### config.mk
export PLATFORM = sky130hd
export DESIGN_NAME = writeback_buffer_flat
export DESIGN_NICKNAME = d
export VERILOG_FILES = /design/src/rtl/writeback_buffer_if.sv /design/src/rtl/writeback_buffer.sv /design/src/flat_wrapper.sv
export SDC_FILE = /design/constraint.sdc
export NUM_CORES = 1
export LEC_CHECK = 0
export ABC_AREA = 0
export CAP_MARGIN = 25
export CORE_MARGIN = 3
export CORE_UTILIZATION = 30
export DETAILED_ROUTE_END_ITERATION = 10
export GPL_ROUTABILITY_DRIVEN = 0
export PLACE_DENSITY = 0.58
export SLEW_MARGIN = 40
export SYNTH_ARGS = -nofsm -noshare
export SYNTH_HDL_FRONTEND = slang
export SYNTH_SLANG_ARGS = --single-unit
### constraint.sdc
create_clock -name clk -period 5.51 [get_ports clk]
set_clock_uncertainty 0.2 [all_clocks]
set_input_delay 0.8265 -clock clk [delete_from_list [all_inputs] [get_ports clk]]
set_output_delay 0.8265 -clock clk [all_outputs]
set_load 0.1 [all_outputs]
### src/rtl/writeback_buffer_if.sv
// Cache-side and memory-side signals of the writeback buffer.
// The buffer connects through the slave modport; the cache/memory side uses master.
interface writeback_buffer_if #(
    parameter int LA_W  = 26,
    parameter int CNT_W = 3
);
    logic             wb_valid;
    logic [LA_W-1:0]  wb_addr;
    logic             wb_ready;
    logic             lk_valid;
    logic [LA_W-1:0]  lk_addr;
    logic             lk_hit;
    logic             mem_valid;
    logic [LA_W-1:0]  mem_addr;
    logic             mem_ready;
    logic [CNT_W-1:0] count;
    logic [31:0]      num_writebacks;
    logic [31:0]      num_reclaims;
    logic [31:0]      num_coalesced;

    // valid/ready: a transfer happens on a rising edge where both are high;
    // the offering side holds valid and its payload stable until that edge.
    modport master (
        output wb_valid, wb_addr, lk_valid, lk_addr, mem_ready,
        input  wb_ready, lk_hit, mem_valid, mem_addr, count,
               num_writebacks, num_reclaims, num_coalesced
    );

    modport slave (
        input  wb_valid, wb_addr, lk_valid, lk_addr, mem_ready,
        output wb_ready, lk_hit, mem_valid, mem_addr, count,
               num_writebacks, num_reclaims, num_coalesced
    );
endinterface

### src/rtl/writeback_buffer.sv
// Age-ordered dirty-line writeback buffer: drains slot 0 to memory, coalesces
// repeated evictions and lets cache misses reclaim pending lines.
module writeback_buffer #(
    parameter int DEPTH     = 4,
    parameter int line_size = 64,
    localparam int LA_W     = 32 - $clog2(line_size),
    localparam int CNT_W    = $clog2(DEPTH + 1)
) (
    input  logic clk,
    input  logic rst_n,
    writeback_buffer_if.slave bus
);
    logic [DEPTH-1:0] valid_q, valid_d;
    logic [LA_W-1:0]  addr_q [DEPTH];
    logic [LA_W-1:0]  addr_d [DEPTH];
    logic [CNT_W-1:0] count_q, count_d;
    logic [31:0]      num_writebacks_q, num_writebacks_d;
    logic [31:0]      num_reclaims_q, num_reclaims_d;
    logic [31:0]      num_coalesced_q, num_coalesced_d;

    logic             wb_ready;
    logic             push, drain, collide, reclaim_k, coalesce, alloc;
    logic [DEPTH-1:0] lk_match, wb_match, keep;
    logic [CNT_W-1:0] rank [DEPTH];
    logic [CNT_W-1:0] kept;

    assign wb_ready = (count_q < CNT_W'(DEPTH));

    always_comb begin
        for (int i = 0; i < DEPTH; i++) begin
            lk_match[i] = valid_q[i] && (addr_q[i] == bus.lk_addr);
            wb_match[i] = valid_q[i] && (addr_q[i] == bus.wb_addr);
        end
        push    = bus.wb_valid && wb_ready;
        drain   = valid_q[0] && bus.mem_ready;
        // A push colliding with a same-cycle miss is handed straight back to the cache.
        collide = push && bus.lk_valid && (bus.wb_addr == bus.lk_addr);
        // Slot 0 is never reclaimed so the address offered to memory stays stable.
        reclaim_k = bus.lk_valid && (|lk_match[DEPTH-1:1]);
        coalesce  = push && !collide && (|wb_match);
        alloc     = push && !collide && !(|wb_match);
        for (int i = 0; i < DEPTH; i++) begin
            keep[i] = valid_q[i]
                      && !((i != 0) && bus.lk_valid && lk_match[i])
                      && !((i == 0) && drain);
        end
    end

    // Compact surviving entries toward slot 0, then append any new allocation.
    always_comb begin
        rank[0] = '0;
        for (int i = 1; i < DEPTH; i++) begin
            rank[i] = rank[i-1] + CNT_W'(keep[i-1]);
        end
        kept = rank[DEPTH-1] + CNT_W'(keep[DEPTH-1]);

        valid_d = '0;
        for (int o = 0; o < DEPTH; o++) begin
            addr_d[o] = '0;
            for (int i = 0; i < DEPTH; i++) begin
                if (keep[i] && (rank[i] == CNT_W'(o))) begin
                    valid_d[o] = 1'b1;
                    addr_d[o]  = addr_q[i];
                end
            end
            if (alloc && (kept == CNT_W'(o))) begin
                valid_d[o] = 1'b1;
                addr_d[o]  = bus.wb_addr;
            end
        end
        count_d = kept + CNT_W'(alloc);

        num_writebacks_d = num_writebacks_q + 32'(drain);
        num_reclaims_d   = num_reclaims_q + 32'(reclaim_k || collide);
        num_coalesced_d  = num_coalesced_q + 32'(coalesce);
    end

    always_ff @(posedge clk or negedge rst_n) begin
        if (!rst_n) begin
            valid_q          <= '0;
            count_q          <= '0;
            num_writebacks_q <= '0;
            num_reclaims_q   <= '0;
            num_coalesced_q  <= '0;
            for (int i = 0; i < DEPTH; i++) begin
                addr_q[i] <= '0;
            end
        end else begin
            valid_q          <= valid_d;
            count_q          <= count_d;
            num_writebacks_q <= num_writebacks_d;
            num_reclaims_q   <= num_reclaims_d;
            num_coalesced_q  <= num_coalesced_d;
            for (int i = 0; i < DEPTH; i++) begin
                addr_q[i] <= addr_d[i];
            end
        end
    end

    assign bus.wb_ready       = wb_ready;
    assign bus.lk_hit         = bus.lk_valid && ((|lk_match) || collide);
    assign bus.mem_valid      = valid_q[0];
    assign bus.mem_addr       = addr_q[0];
    assign bus.count          = count_q;
    assign bus.num_writebacks = num_writebacks_q;
    assign bus.num_reclaims   = num_reclaims_q;
    assign bus.num_coalesced  = num_coalesced_q;
endmodule

### src/flat_wrapper.sv
// flat-port wrapper written by rule: the top's interface ports become plain ports
module writeback_buffer_flat 
#(
    parameter int DEPTH     = 4,
    parameter int line_size = 64,
    localparam int LA_W     = 32 - $clog2(line_size),
    localparam int CNT_W    = $clog2(DEPTH + 1)
)
  (clk, rst_n, bus_wb_valid, bus_wb_addr, bus_lk_valid, bus_lk_addr, bus_mem_ready, bus_wb_ready, bus_lk_hit, bus_mem_valid, bus_mem_addr, bus_count, bus_num_writebacks, bus_num_reclaims, bus_num_coalesced);
  writeback_buffer_if #(.LA_W((26)), .CNT_W((3))) bus_i ();
  input  logic clk;
  input  logic rst_n;
  input wire logic [$bits(bus_i.wb_valid)-1:0] bus_wb_valid;
  input wire logic [$bits(bus_i.wb_addr)-1:0] bus_wb_addr;
  input wire logic [$bits(bus_i.lk_valid)-1:0] bus_lk_valid;
  input wire logic [$bits(bus_i.lk_addr)-1:0] bus_lk_addr;
  input wire logic [$bits(bus_i.mem_ready)-1:0] bus_mem_ready;
  output wire logic [$bits(bus_i.wb_ready)-1:0] bus_wb_ready;
  output wire logic [$bits(bus_i.lk_hit)-1:0] bus_lk_hit;
  output wire logic [$bits(bus_i.mem_valid)-1:0] bus_mem_valid;
  output wire logic [$bits(bus_i.mem_addr)-1:0] bus_mem_addr;
  output wire logic [$bits(bus_i.count)-1:0] bus_count;
  output wire logic [$bits(bus_i.num_writebacks)-1:0] bus_num_writebacks;
  output wire logic [$bits(bus_i.num_reclaims)-1:0] bus_num_reclaims;
  output wire logic [$bits(bus_i.num_coalesced)-1:0] bus_num_coalesced;
  assign bus_i.wb_valid = bus_wb_valid;
  assign bus_i.wb_addr = bus_wb_addr;
  assign bus_i.lk_valid = bus_lk_valid;
  assign bus_i.lk_addr = bus_lk_addr;
  assign bus_i.mem_ready = bus_mem_ready;
  assign bus_wb_ready = bus_i.wb_ready;
  assign bus_lk_hit = bus_i.lk_hit;
  assign bus_mem_valid = bus_i.mem_valid;
  assign bus_mem_addr = bus_i.mem_addr;
  assign bus_count = bus_i.count;
  assign bus_num_writebacks = bus_i.num_writebacks;
  assign bus_num_reclaims = bus_i.num_reclaims;
  assign bus_num_coalesced = bus_i.num_coalesced;
  writeback_buffer #(.DEPTH(DEPTH), .line_size(line_size)) u_core (.clk(clk), .rst_n(rst_n), .bus(bus_i));
endmodule
**Word level (Yosys, flattened, before mapping)**

Index checks and enable logic that the tools add are counted.

- Latch bits: 0
- Memories kept: 0
- RAM bits: 0
- Bits in read-only memories: 0
- Input bits: 57
- Bits in registers: 207
- Logic and storage cells: 122

- Reduce and logical (&&, ||, !) cells: 53
- Multiply operators: 0
- Magnitude comparators: 1
- Divide/modulo/power cells: 0
- Add/sub/neg operators: 7
- Bitwise logic cells: 0
- Shift-type cells: 0
- Mux-type cells: 30
- Equal/unequal tests: 22

Operators with widths:

| operator | number |
|---|---|
| 26-bit 2-to-1 mux | 15 |
| 26-bit equality test | 9 |
| 32-bit by 1-bit adder with 32-bit output | 3 |
| 1-bit logical AND | 38 |
| 3-bit by 2-bit equality test with 1-bit output (second input constant) | 6 |
| 1-bit 2-to-1 mux | 15 |
| 3-bit zero test | 4 |
| 3-bit by 1-bit adder with 3-bit output | 3 |
| 3-bit by 1-bit equality test with 1-bit output (second input constant) | 3 |
| 4-bit OR reduction | 2 |
| 1-bit zero test | 6 |
| 5-bit != test (second input constant) | 1 |
| 4-bit != test (second input constant) | 1 |
| 3-bit < comparator (second input constant) | 1 |
| 3-bit != test (second input constant) | 1 |
| 3-bit OR reduction | 1 |
| 1-bit by 1-bit adder with 2-bit output | 1 |
| 1-bit logical OR | 2 |
| 2-bit != test (second input constant) | 1 |

**Depth between registers and ports, before layout**

Gate-level depths: netlist of run 1.

- Depth in word-level cells: 11
- Depth in mapped cells: 17
- Mapped depth without buffers: 16

**Worst setup path before layout of run 1**

No wires, ideal clock.

- Path kind: input-to-reg
- Start: input bus_lk_addr[14]
- End: register u_core.addr_q[16] (netlist name)
- Stages: 15
- Data arrival time: 4,367 ps
- Slack: 862 ps
- Data required time: 5,229 ps
- Buffers on the path: 5
- Library setup time: 81 ps
- Path through: buf_2 xnor2_1 nand2_1 or4_4 o31ai_4 buf_2 buf_2 inv_1 ha_1 fa_1 nand2_1 nor4_1 buf_2 clkbuf_1 mux2i_1

- Word-level cells in the longest chain between the ends: 11
- Elaborated cells on any way between the ends: 33
- Classes of those cells: 3 x add/sub; 8 x eq/ne; 3 x mux; 19 x reduce/logical

Ends and longest elaborated chain:

| what | line | RTL |
|---|---|---|
| start, declared | flat_wrapper.sv:16 | `input wire logic [$bits(bus_i.lk_addr)-1:0] bus_lk_addr;` |
| 26-bit equality test | writeback_buffer.sv:31 | `lk_match[i] = valid_q[i] && (addr_q[i] == bus.lk_addr);` |
| 1-bit logical AND | writeback_buffer.sv:31 |  |
| 1-bit logical AND | writeback_buffer.sv:44 | `&& !((i != 0) && bus.lk_valid && lk_match[i])` |
| 1-bit zero test | writeback_buffer.sv:44 |  |
| 1-bit logical AND | writeback_buffer.sv:44 |  |
| 1-bit by 1-bit adder with 2-bit output | writeback_buffer.sv:53 | `rank[i] = rank[i-1] + CNT_W'(keep[i-1]);` |
| 3-bit by 1-bit adder with 3-bit output or 3-bit by 2-bit equality test with 1-bit output (tied branches) | writeback_buffer.sv:53, writeback_buffer.sv:61 |  |
| 3-bit by 1-bit adder with 3-bit output or 1-bit logical AND (tied branches) | writeback_buffer.sv:55, writeback_buffer.sv:61 |  |
| 3-bit by 2-bit equality test with 1-bit output or 26-bit 2-to-1 mux (tied branches) | writeback_buffer.sv:66, writeback_buffer.sv:61 |  |
| 1-bit logical AND or 26-bit 2-to-1 mux (tied branches) | writeback_buffer.sv:66, writeback_buffer.sv:61 |  |
| 2-bit != test (no source line) or 26-bit 2-to-1 mux (tied branches) | n/a |  |
| end signal, assigned by index | writeback_buffer.sv:95 | `addr_q[i] <= addr_d[i];` |
| end, declared | writeback_buffer.sv:14 | `logic [LA_W-1:0] addr_q [DEPTH];` |

Several ways; a longest one is shown, not always the timed one. The select of a mux whose other input is x is not followed.
A chain may end at the register's enable or synchronous reset.

**Final worst setup path of run 1**

- Start: input bus_lk_addr[19]
- End: register u_core.valid_q[0]

- Word-level cells in the longest chain between the ends: 11
- Elaborated cells on any way between the ends: 34
- Classes of those cells: 3 x add/sub; 4 x eq/ne; 4 x mux; 23 x reduce/logical

Ends and longest elaborated chain:

| what | line | RTL |
|---|---|---|
| 26-bit equality test | writeback_buffer.sv:31 |  |
| 1-bit logical AND | writeback_buffer.sv:31 |  |
| 1-bit logical AND | writeback_buffer.sv:44 |  |
| 1-bit zero test | writeback_buffer.sv:44 |  |
| 1-bit logical AND | writeback_buffer.sv:44 |  |
| 1-bit by 1-bit adder with 2-bit output | writeback_buffer.sv:53 |  |
| 3-bit by 1-bit adder with 3-bit output or 3-bit zero test (tied branches) | writeback_buffer.sv:53, writeback_buffer.sv:61 |  |
| 3-bit by 1-bit adder with 3-bit output (tied with other cells) | writeback_buffer.sv:55 | `kept = rank[DEPTH-1] + CNT_W'(keep[DEPTH-1]);` |
| 3-bit zero test (tied with other cells) | writeback_buffer.sv:66 | `if (alloc && (kept == CNT_W'(o))) begin` |
| 1-bit logical AND or 1-bit 2-to-1 mux (tied branches) | writeback_buffer.sv:66, writeback_buffer.sv:61 |  |
| 1-bit 2-to-1 mux * | writeback_buffer.sv:66 |  |
| named net u_core.valid_d[0] | writeback_buffer.sv:13 | `logic [DEPTH-1:0] valid_q, valid_d;` |
| end signal, assigned | writeback_buffer.sv:89 | `valid_q <= valid_d;` |
| end, declared | writeback_buffer.sv:13 |  |

Mark *: on every way through the listed nets, which the timed path passes. The rest lies on a longest branch.

==> results of run 1 <==
-- routing by layer --
layer / track usage (%) / up-vias / wire (um)
met5: 0 / - / 0
met4: 7.41 / 0 / 2380
met3: 4.22 / 158 / 4780
met2: 32.2 / 727 / 23000
met1: 28.0 / 6089 / 22100
li1: - / 5481 / -
-- logic make-up after synthesis --
kind of cell / share of synthesized area (%)
fa+ha+maj: 1.63
xor+xnor: 20.3
flops: 37.0
compound gates: 12.7
simple gates: 15.7
buf+inv: 8.94
mux: 3.82
-- worst max-delay path by stage --
stage | startpoint | end | cells after the start
floorplan | bus_lk_addr[14] | u_core.addr_q[16] | 15
global placement | bus_lk_addr[23] | u_core.valid_q[0] | 14
detailed placement | bus_wb_addr[7] | u_core.bus.num_coalesced[30] | 16
CTS | bus_wb_addr[4] | u_core.bus.num_coalesced[30] | 17
global route | bus_lk_addr[19] | u_core.addr_q[66] | 13
finish | bus_lk_addr[19] | u_core.valid_q[0] | 13
-- flip-flops by register name (all words and copies together) (netlist names) --
signal	flops
u_core.addr_q	78
u_core.bus.num_coalesced	32
u_core.bus.num_reclaims	32
u_core.bus.num_writebacks	32
u_core.bus.mem_addr	26
u_core.valid_q	4
u_core.bus.count	3
-- area by class of cell --
cell class	instances	area (um2)	share of cell area, %
Multi-Input combinational cell	1033	7600	46.1
Sequential cell	207	5180	31.4
Timing Repair Buffer	262	1830	11.1
Tap cell	600	751	4.56
Clock buffer	37	691	4.19
Inverter	91	342	2.07
Clock inverter	6	76.3	0.463
Antenna cell	1	2.50	0.0152
-- layout by cell type, fill, tap and decap left out, drive strengths merged, types with 26 or more instances in the layout --
cell type / netlist / layout
clkbuf: 51 / 38
xor2: 108 / 108
nor2: 64 / 64
mux2i: 50 / 50
nor3: 45 / 45
clkdlybuf4s50: 0 / 55
a31oi: 26 / 26
nor4: 31 / 31
xnor2: 216 / 216
a21oi: 28 / 28
inv: 91 / 92
a22oi: 52 / 52
nand4: 84 / 84
o31ai: 26 / 26
nand3: 66 / 66
dfrtp: 207 / 207
nand2: 73 / 73
buf: 115 / 206
-- stage by stage --
stage,instance area [um2],util (%),std cells,hold slack [ns]
floorplan,14000,-,1497,0.331
global route,16500,36.0,2237,0.106
finish,16500,36.0,2237,0.0714
detailed placement,15700,34.3,2193,0.262
CTS,16500,36.0,2236,0.0785
global placement,16300,35.7,2193,0.259
-- worst max-delay path, delay by kind of cell --
family | cells | cell delay (ns)
AND/OR/NAND/NOR | 5 | 1.43
XOR/XNOR | 1 | 0.27
adder cells (fa/ha/maj) | 3 | 1.27
AO/OA/AOI/OAI | 1 | 0.31
buffers and inverters | 3 | 1.04
-- power by group --
part | switching (mW) | leakage (nW) | internal [mW]
Combinational | 2.30 | 3.79 | 0.993
Sequential | 0.426 | 2.80 | 1.75
Clock | 0.687 | 0.370 | 0.916
==> impl_metrics.csv, run 1 <==
group,metric,value,unit
grt,grtUsageTotal,20.5,%
timing,worst_pin_slew,0.834,ns
floorplanning,dieArea,49300,um2
power,power_per_cell_area,430,nW/um2
synth,synth_cell_types,63,
synth,postSynthCellCount,1497,
route,drt_iter0_markers,1662,
layout,fin_nets,1694,
route,firstDrtPassIters,7,
worst_setup_path,crit_type,"in -> reg",
clock_network,h-tree-depth,1,
power,p_leak,6.96,nW
worst_setup_path,end_kind,"register",
synth,netlist_top_cells_count,"xnor2_1, dfrtp_1, xor2_1, inv_1, nand4_1",
clock_network,clockRootBuffer,"clkbuf_16",
grt,antenna_found_initial,1,
power,finalPower,7.08,mW
floorplanning,fp.dieW,222,um
floorplanning,start_util,30.6,%
timing,maxSlewHeadroom,44.4,%
synth,syn-num-nets,1571,
grt,grt_pass1_wl,78.8,mm
timing,max_freq,205,MHz
timing,drv_slew,0,
timing,fin_ws,0.634,ns
worst_setup_path,path_cells,"clkdlybuf4s50_1 > xor2_1 > nor4_1 > nand4_1 > o21a_1 > fa_1 > ha_1 > fa_1 > buf_4 > nor4_4 > and2_1 > buf_4 > nand4bb_1",
floorplanning,die_height,222,um
worst_setup_path,cp-start-kind,"input pin",
synth,avgSynthCellArea,9.35,um2
route,wl_per_cell,23.4,um
worst_setup_path,rr_startpoint,"u_core.addr_q[4]",
route,routed_wl,52.3,mm
worst_setup_path,arrival,5.15,ns
timing,final_hold_viol_count,0,
synth,yosysSeqAreaShare,37.0,%
worst_setup_path,critPathRequiredTime,5.79,ns
worst_setup_path,cp_max_fo,13,
timing,fin_crit_sh,88.5,%
synth,yosys.area.top_type,"dfrtp_1",
route,viasPerCell,5.57,
timing,rsz0062_at_grt,"no",
layout,drive_above_1_share,16.3,%
synth,synth_flop_cell,"dfrtp_1",
synth,ys_top_cells_by_area,"dfrtp_1, xnor2_1, xor2_1",
synth,synth_seq_cells,207,
clock_network,tritoncts,"built",
timing,setup_tns,0,ns
clock_network,cts_sinks,207,
power,vdd_ir_drop_max,0.266,mV
worst_setup_path,slowest_stage,"clkdlybuf4s50_1",
grt,overflow,0,
layout,areaGrowthSynthToFinish,17.7,%
route,drtAntennaViolNets,0,
worst_setup_path,ff2ff_path_depth,16,
synth,synth_edf_count,0,
clock_network,clk_pin_slew_worst_paths,0.06,ns
clock_network,post_cts_buffers,0,
clock_network,insertion_delay,0.56,ns
place,io_buffers,184,
worst_setup_path,reg2reg_to,"u_core.bus.num_coalesced[28]",
clock_network,cts_hold_repair.buffers,0,
synth,synth.most_common_cell,"xnor2_1",
floorplanning,rows,78,
floorplanning,io_pins,185,
run,max-cap-violations,0,
route,drc,0,
floorplanning,core,45800,um2
place,pre_cts_slack,0.181,ns
synth,async_flop_share,100,%
route,vias,12455,
worst_setup_path,r2r_slack,0.86,ns
clock_network,clockBufferDepth,3,
synth,synth_area,14000,um2
layout,fillerInstances,4683,
clock_network,cts-buffers-inserted,25,
grt,grt_max_degree,69,
worst_setup_path,cp_slowest_stage_delay,0.61,ns
run_status,status,"finished clean",
timing,setup_viol,0,
worst_hold_path,hold_path.class,"in -> async",
grt,grt_pass1_vias,12070,
place,dp_hpwl,40.6,mm
synth,ys_warn_count,0,
clock_network,ctsResizeCount,0,
timing,min_period,4.88,ns
synth,netlist.area_leader.share,37.0,%
No activity file was read; power rests on OpenSTA's default activity.
==> inputs of run 2 (changes only) <==
Settings changed: RECOVER_POWER set to 50, REMOVE_ABC_BUFFERS set to 1.
==> run 2 against run 1 <==
Against the previous run: the run now ends with max-capacitance violations, max-slew violations left; cell area rose by 0.36%; via count fell by 1.1%; final cell count barely moved; register-to-register slack improved by 0.08 ns; core utilization rose by 0.13 points; wire length fell by 1.8%; maximum frequency rose by 0.60%; worst setup slack improved by 0.029 ns; first-iteration DRC count fell by 24%; largest cell class unchanged; highest routed layer unchanged.
==> impl_metrics.csv, run 2 (synthesized netlist as in run 1, its figures left out) <==
group,metric,value,unit
run_status,status,"complete, but fails checks",
run_status,violations,"max-capacitance violations, max-slew violations",
route,firstDrtPassIters,7,
route,viasPerCell,5.51,
place,place_area,15700,um2
place,pre_cts_slack,0.183,ns
worst_hold_path,hold_path.class,"reg -> reg",
power,p_sw,3.44,mW
power,clock_power_share,24.0,%
layout,drive_above_1_share,13.7,%
run,max-cap-violations,1,
clock_network,h-tree-depth,1,
power,combPwrFrac,46.2,%
worst_setup_path,cp-start-kind,"input pin",
layout,areaGrowthSynthToFinish,18.1,%
place,dp_cells,2190,
worst_setup_path,cp_max_fo,4,
grt,grtUsageTotal,20.1,%
power,power_per_cell_area,439,nW/um2
clock_network,cts_sinks,207,
timing,maxSlewHeadroom,-150,%
clock_network,clk_pin_slew_worst_paths,0.06,ns
layout,final_util,36.1,%
timing,rsz0062_at_grt,"no",
power,vdd_ir_drop_max,0.570,mV
grt,overflow,0,
layout,final_cell_area,16500,um2
worst_setup_path,arrival,5.08,ns
power,p_int,3.81,mW
route,drc,0,
timing,worst_pin_slew,3.74,ns
timing,setup_viol,0,
power,swShare,47.4,%
floorplanning,die_height,222,um
worst_setup_path,critPathRequiredTime,5.74,ns
grt,grt_pass1_vias,12513,
timing,hold_ws,0.273,ns
timing,drv_slew,68,
grt,grt_max_degree,68,
timing,setup_tns,0,ns
route,vias,12318,
place,dp_hpwl,39.3,mm
clock_network,clockRootBuffer,"clkbuf_16",
route,routed_wl,51.4,mm
route,wl_per_cell,23.0,um
power,finalPower,7.25,mW
floorplanning,core,45800,um2
clock_network,post_cts_buffers,0,
floorplanning,start_util,30.6,%
clock_network,cts-buffers-inserted,25,
timing,max_freq,206,MHz
power,p_leak,6.81,nW
floorplanning,io_pins,185,
timing,fin_crit_sh,88.0,%
place,io_buffers,184,
timing,min_period,4.85,ns
layout,largest-register,"u_core.addr_q",
clock_network,clockBufferDepth,3,
floorplanning,rows,78,
layout,fin_nets,1691,
floorplanning,fp.dieW,222,um
worst_setup_path,end_kind,"register",
layout,antenna_cells,0,
grt,antenna_found_initial,0,
timing,fin_ws,0.663,ns
layout,final_cells,2236,
worst_setup_path,crit_type,"in -> reg",
clock_network,tritoncts,"built",
power,pwr-share-seq,29.8,%
layout,final_common_cell,"xnor2_1",
grt,grt_pass1_wl,78.4,mm
floorplanning,dieArea,49300,um2
clock_network,cts_hold_repair.buffers,0,
layout,largest_register_ffs,78,
layout,final_cell_mix,"xnor2_1, dfrtp_1, xor2_1, inv_1, nand4_1",
timing,final_hold_viol_count,0,
clock_network,insertion_delay,0.57,ns
clock_network,ctsResizeCount,0,
route,drtAntennaViolNets,0,
route,drt_iter0_markers,1263,
[run 2: cell count changes in the layout (fill, tap and decap cells not counted), moves of 2 or more]
cell        delta
buf_2         -49
bufinv_16      +2
and2_1         -2
buf_12         +5
clkinvlp_4     +3
clkinv_2       +4
buf_4          -9
clkbuf_1      +42
[run 2: path summary, 6_finish.rpt]
path | start | end | slack [ns] | depth (start not counted)
worst max-delay path | bus_wb_addr[22] | u_core.bus.num_coalesced[26] | 0.66 | 16
worst min-delay path | u_core.bus.num_reclaims[31] | u_core.bus.num_reclaims[31] | 0.27 | 1
worst max register to register | u_core.addr_q[22] | u_core.bus.num_coalesced[26] | 0.94 | 15
worst min register to register | u_core.bus.num_reclaims[31] | u_core.bus.num_reclaims[31] | 0.27 | 1
max in group asynchronous | rst_n | u_core.bus.num_reclaims[4] | 1.11 | 2
min in group asynchronous | rst_n | u_core.bus.num_writebacks[26] | 1.36 | 1
[run 2: power groups by stage]
stage                     combinational (mW)  sequential [mW]  clock [mW]
after floorplan                         1.39             2.84           0
after global placement                  3.35             2.16           0
after detailed placement                3.29             2.17           0
after CTS                               3.30             2.15        1.78
after global routing                    3.51             2.18        1.84
final                                   3.35             2.16        1.74
[run 2: cell type report]
cell class / instances / area (um2)
Fill cell: 4627 / 29200
Clock buffer: 30 / 674
Timing Repair Buffer: 259 / 1800
Tap cell: 600 / 751
Sequential cell: 207 / 5180
Multi-Input combinational cell: 1033 / 7600
Clock inverter: 16 / 188
Inverter: 91 / 342
[run 2: routing by layer]
layer  part of all wire [%]  track usage (%)
met1                     42             26.7
met2                     46             32.9
met3                    8.1             3.79
met4                    4.2             7.24
met5                      0                0
[run 2: worst max-delay path: stages]
cell and delay, ns:
clkdlybuf4s50_1 0.46, xnor2_1 0.38, or4b_2 0.65, nor4_1 0.31, nand4_1 0.12, and3_1 0.22
nor2_1 0.18, ha_1 0.24, ha_1 0.26, inv_1 0.06, or3_1 0.43, nor2_1 0.14
and4_1 0.28, nor2b_1 0.27, nand2_1 0.12, xnor2_1 0.14
==> inputs of run 3 (changes only) <==
Settings changed: CELL_PAD_IN_SITES_DETAIL_PLACEMENT set to 2, CELL_PAD_IN_SITES_GLOBAL_PLACEMENT set to 2, GPL_ROUTABILITY_DRIVEN 0 to not set, PLACE_DENSITY 0.58 to 0.8.
==> run 3 against run 2 <==
Against the previous run: the run still ends with max-capacitance violations, max-slew violations left; via count increased by 4.4%; register-to-register slack worse by 0.26 ns; worst setup slack lost 0.40 ns; cell area up 0.95%; first-iteration DRC count shrank 31%; non-clock buffer count up 18; die area did not move; critical path type unchanged.
==> impl_metrics.csv, run 3 (synthesized netlist as in run 1, its figures left out) <==
group,metric,value,unit
layout,areaGrowthSynthToFinish,19.2,%
timing,final_hold_viol_count,0,
layout,fillerInstances,5082,
route,drc,0,
grt,grt_pass1_wl,96.0,mm
worst_setup_path,critPathRequiredTime,5.73,ns
place,io_buffers,184,
layout,largest_register_ffs,78,
timing,rsz0062_at_grt,"no",
grt,overflow,0,
worst_hold_path,hold_path.class,"reg -> reg",
run_status,status,"complete, but fails checks",
floorplanning,dieArea,49300,um2
timing,maxSlewHeadroom,-176,%
floorplanning,start_util,30.6,%
power,vdd_ir_drop_max,0.327,mV
grt,grt_pass1_vias,14206,
route,routed_wl,64.7,mm
worst_setup_path,slowest_stage,"nor4_1",
timing,drv_slew,87,
clock_network,ctsResizeCount,0,
grt,grtUsageTotal,25.5,%
floorplanning,core,45800,um2
timing,hold_ws,0.271,ns
floorplanning,fp.dieW,222,um
clock_network,clockRootBuffer,"clkbuf_16",
clock_network,cts_sinks,207,
route,wl_per_cell,28.7,um
route,drtAntennaViolNets,0,
grt,antenna_found_initial,0,
clock_network,clk_pin_slew_worst_paths,0.06,ns
floorplanning,io_pins,185,
layout,antenna_cells,0,
layout,largest-register,"u_core.addr_q",
floorplanning,die_height,222,um
layout,fin_nets,1710,
worst_setup_path,critical_path_buf_inv_count,3,
route,drt_iter0_markers,867,
timing,max_freq,191,MHz
worst_setup_path,cp_max_fo,11,
worst_setup_path,crit_family,"simple AND/OR/NAND/NOR gates",
layout,final_cell_area,16700,um2
layout,final_cell_mix,"xnor2_1, dfrtp_1, xor2_1, inv_1, nand4_1",
place,globalplace.congestion,1.02,
route,vias,12857,
route,viasPerCell,5.70,
clock_network,post_cts_buffers,0,
clock_network,cts_hold_repair.buffers,0,
timing,fin_crit_sh,95.2,%
worst_setup_path,arrival,5.47,ns
route,firstDrtPassIters,6,
layout,multi_input_area,7600,um2
worst_setup_path,cp_slowest_stage_delay,0.78,ns
layout,final_common_cell,"xnor2_1",
worst_setup_path,path_cells,"clkdlybuf4s50_1 > xor2_1 > nor4_1 > and4_1 > a21oi_1 > fa_1 > ha_1 > fa_1 > buf_4 > nor4_4 > and2_1 > buf_12 > o31ai_1",
timing,worst_pin_slew,4.14,ns
worst_setup_path,cp-start-kind,"input pin",
layout,drive_above_1_share,14.4,%
clock_network,h-tree-depth,1,
power,power_per_cell_area,446,nW/um2
run,max-cap-violations,1,
worst_setup_path,crit_type,"in -> reg",
worst_setup_path,end_kind,"register",
worst_setup_path,cpMostUsedCell,"fa_1",
grt,grt_max_degree,123,
clock_network,cts-buffers-inserted,26,
place,dp_hpwl,48.9,mm
timing,setup_viol,0,
clock_network,clockBufferDepth,3,
clock_network,tritoncts,"built",
run_status,violations,"max-capacitance violations, max-slew violations",
clock_network,insertion_delay,0.58,ns
power,p_leak,6.93,nW
timing,min_period,5.25,ns
layout,ff_latch_area,5180,um2
floorplanning,rows,78,
place,place_area,15900,um2
run 3: stage by stage:
stage | power [mW] | instances | utilization (%) | TNS, ns | setup WS, ns
floorplan | 4.24 | 1331 | - | -60.99 | -2.25
finish | 7.45 | 2255 | 36.5 | 0 | 0.262
detailed placement | 5.71 | 2208 | 34.8 | -13.79 | -0.248
global placement | 5.69 | 2208 | 36.2 | -5.64 | -0.135
global route | 7.75 | 2255 | 36.5 | 0 | 0.0292
CTS | 7.46 | 2255 | 36.6 | 0 | 0.308
run 3: per-layer routing:
layer / vias up / track usage, % / part of all wire [%]
li1: 5517 / - / -
met1: 6746 / 31.5 / 41
met2: 477 / 45.7 / 50
met3: 117 / 4.02 / 5.5
met4: 0 / 7.99 / 3.6
met5: - / 0 / 0
run 3: power by group:
| group | internal [mW] | switching (mW) |
|---|---|---|
| logic | 1.06 | 2.50 |
| clock network | 0.983 | 0.715 |
| registers | 1.75 | 0.431 |
| total | 3.80 | 3.65 |
run 3: path summary, 6_finish.rpt:
path	endpoint	depth (start not counted)	slack, ns	startpoint
setup / recovery	u_core.bus.mem_addr[23]	13	0.26	bus_lk_addr[18]
min in group asynchronous	u_core.bus.num_writebacks[6]	1	1.63	rst_n
setup reg to reg	u_core.bus.mem_addr[23]	12	0.68	u_core.addr_q[41]
hold reg to reg	u_core.bus.num_writebacks[31]	1	0.27	u_core.bus.num_writebacks[31]
hold / removal	u_core.bus.num_writebacks[31]	1	0.27	u_core.bus.num_writebacks[31]
max in group asynchronous	u_core.addr_q[7]	2	0.82	rst_n
run 3: worst reg2reg max path, stage by stage, from the launching register on:
cell and delay (ns):
dfrtp_1 0.48, xor2_1 0.18, nor4_1 0.79, and4_1 0.37
a21oi_1 0.19, fa_1 0.56, ha_1 0.23, fa_1 0.52
buf_4 0.19, nor4_4 0.35, and2_1 0.31, buf_12 0.18
o31ai_1 0.12
run 3: area by class of cell:
| cell class | count | share of cell area (%) |
|---|---|---|
| Clock buffer | 38 | 4.47 |
| Clock inverter | 9 | 0.510 |
| Inverter | 91 | 2.05 |
| Multi-Input combinational cell | 1033 | 45.5 |
| Sequential cell | 207 | 31.0 |
| Tap cell | 600 | 4.50 |
| Timing Repair Buffer | 277 | 11.9 |
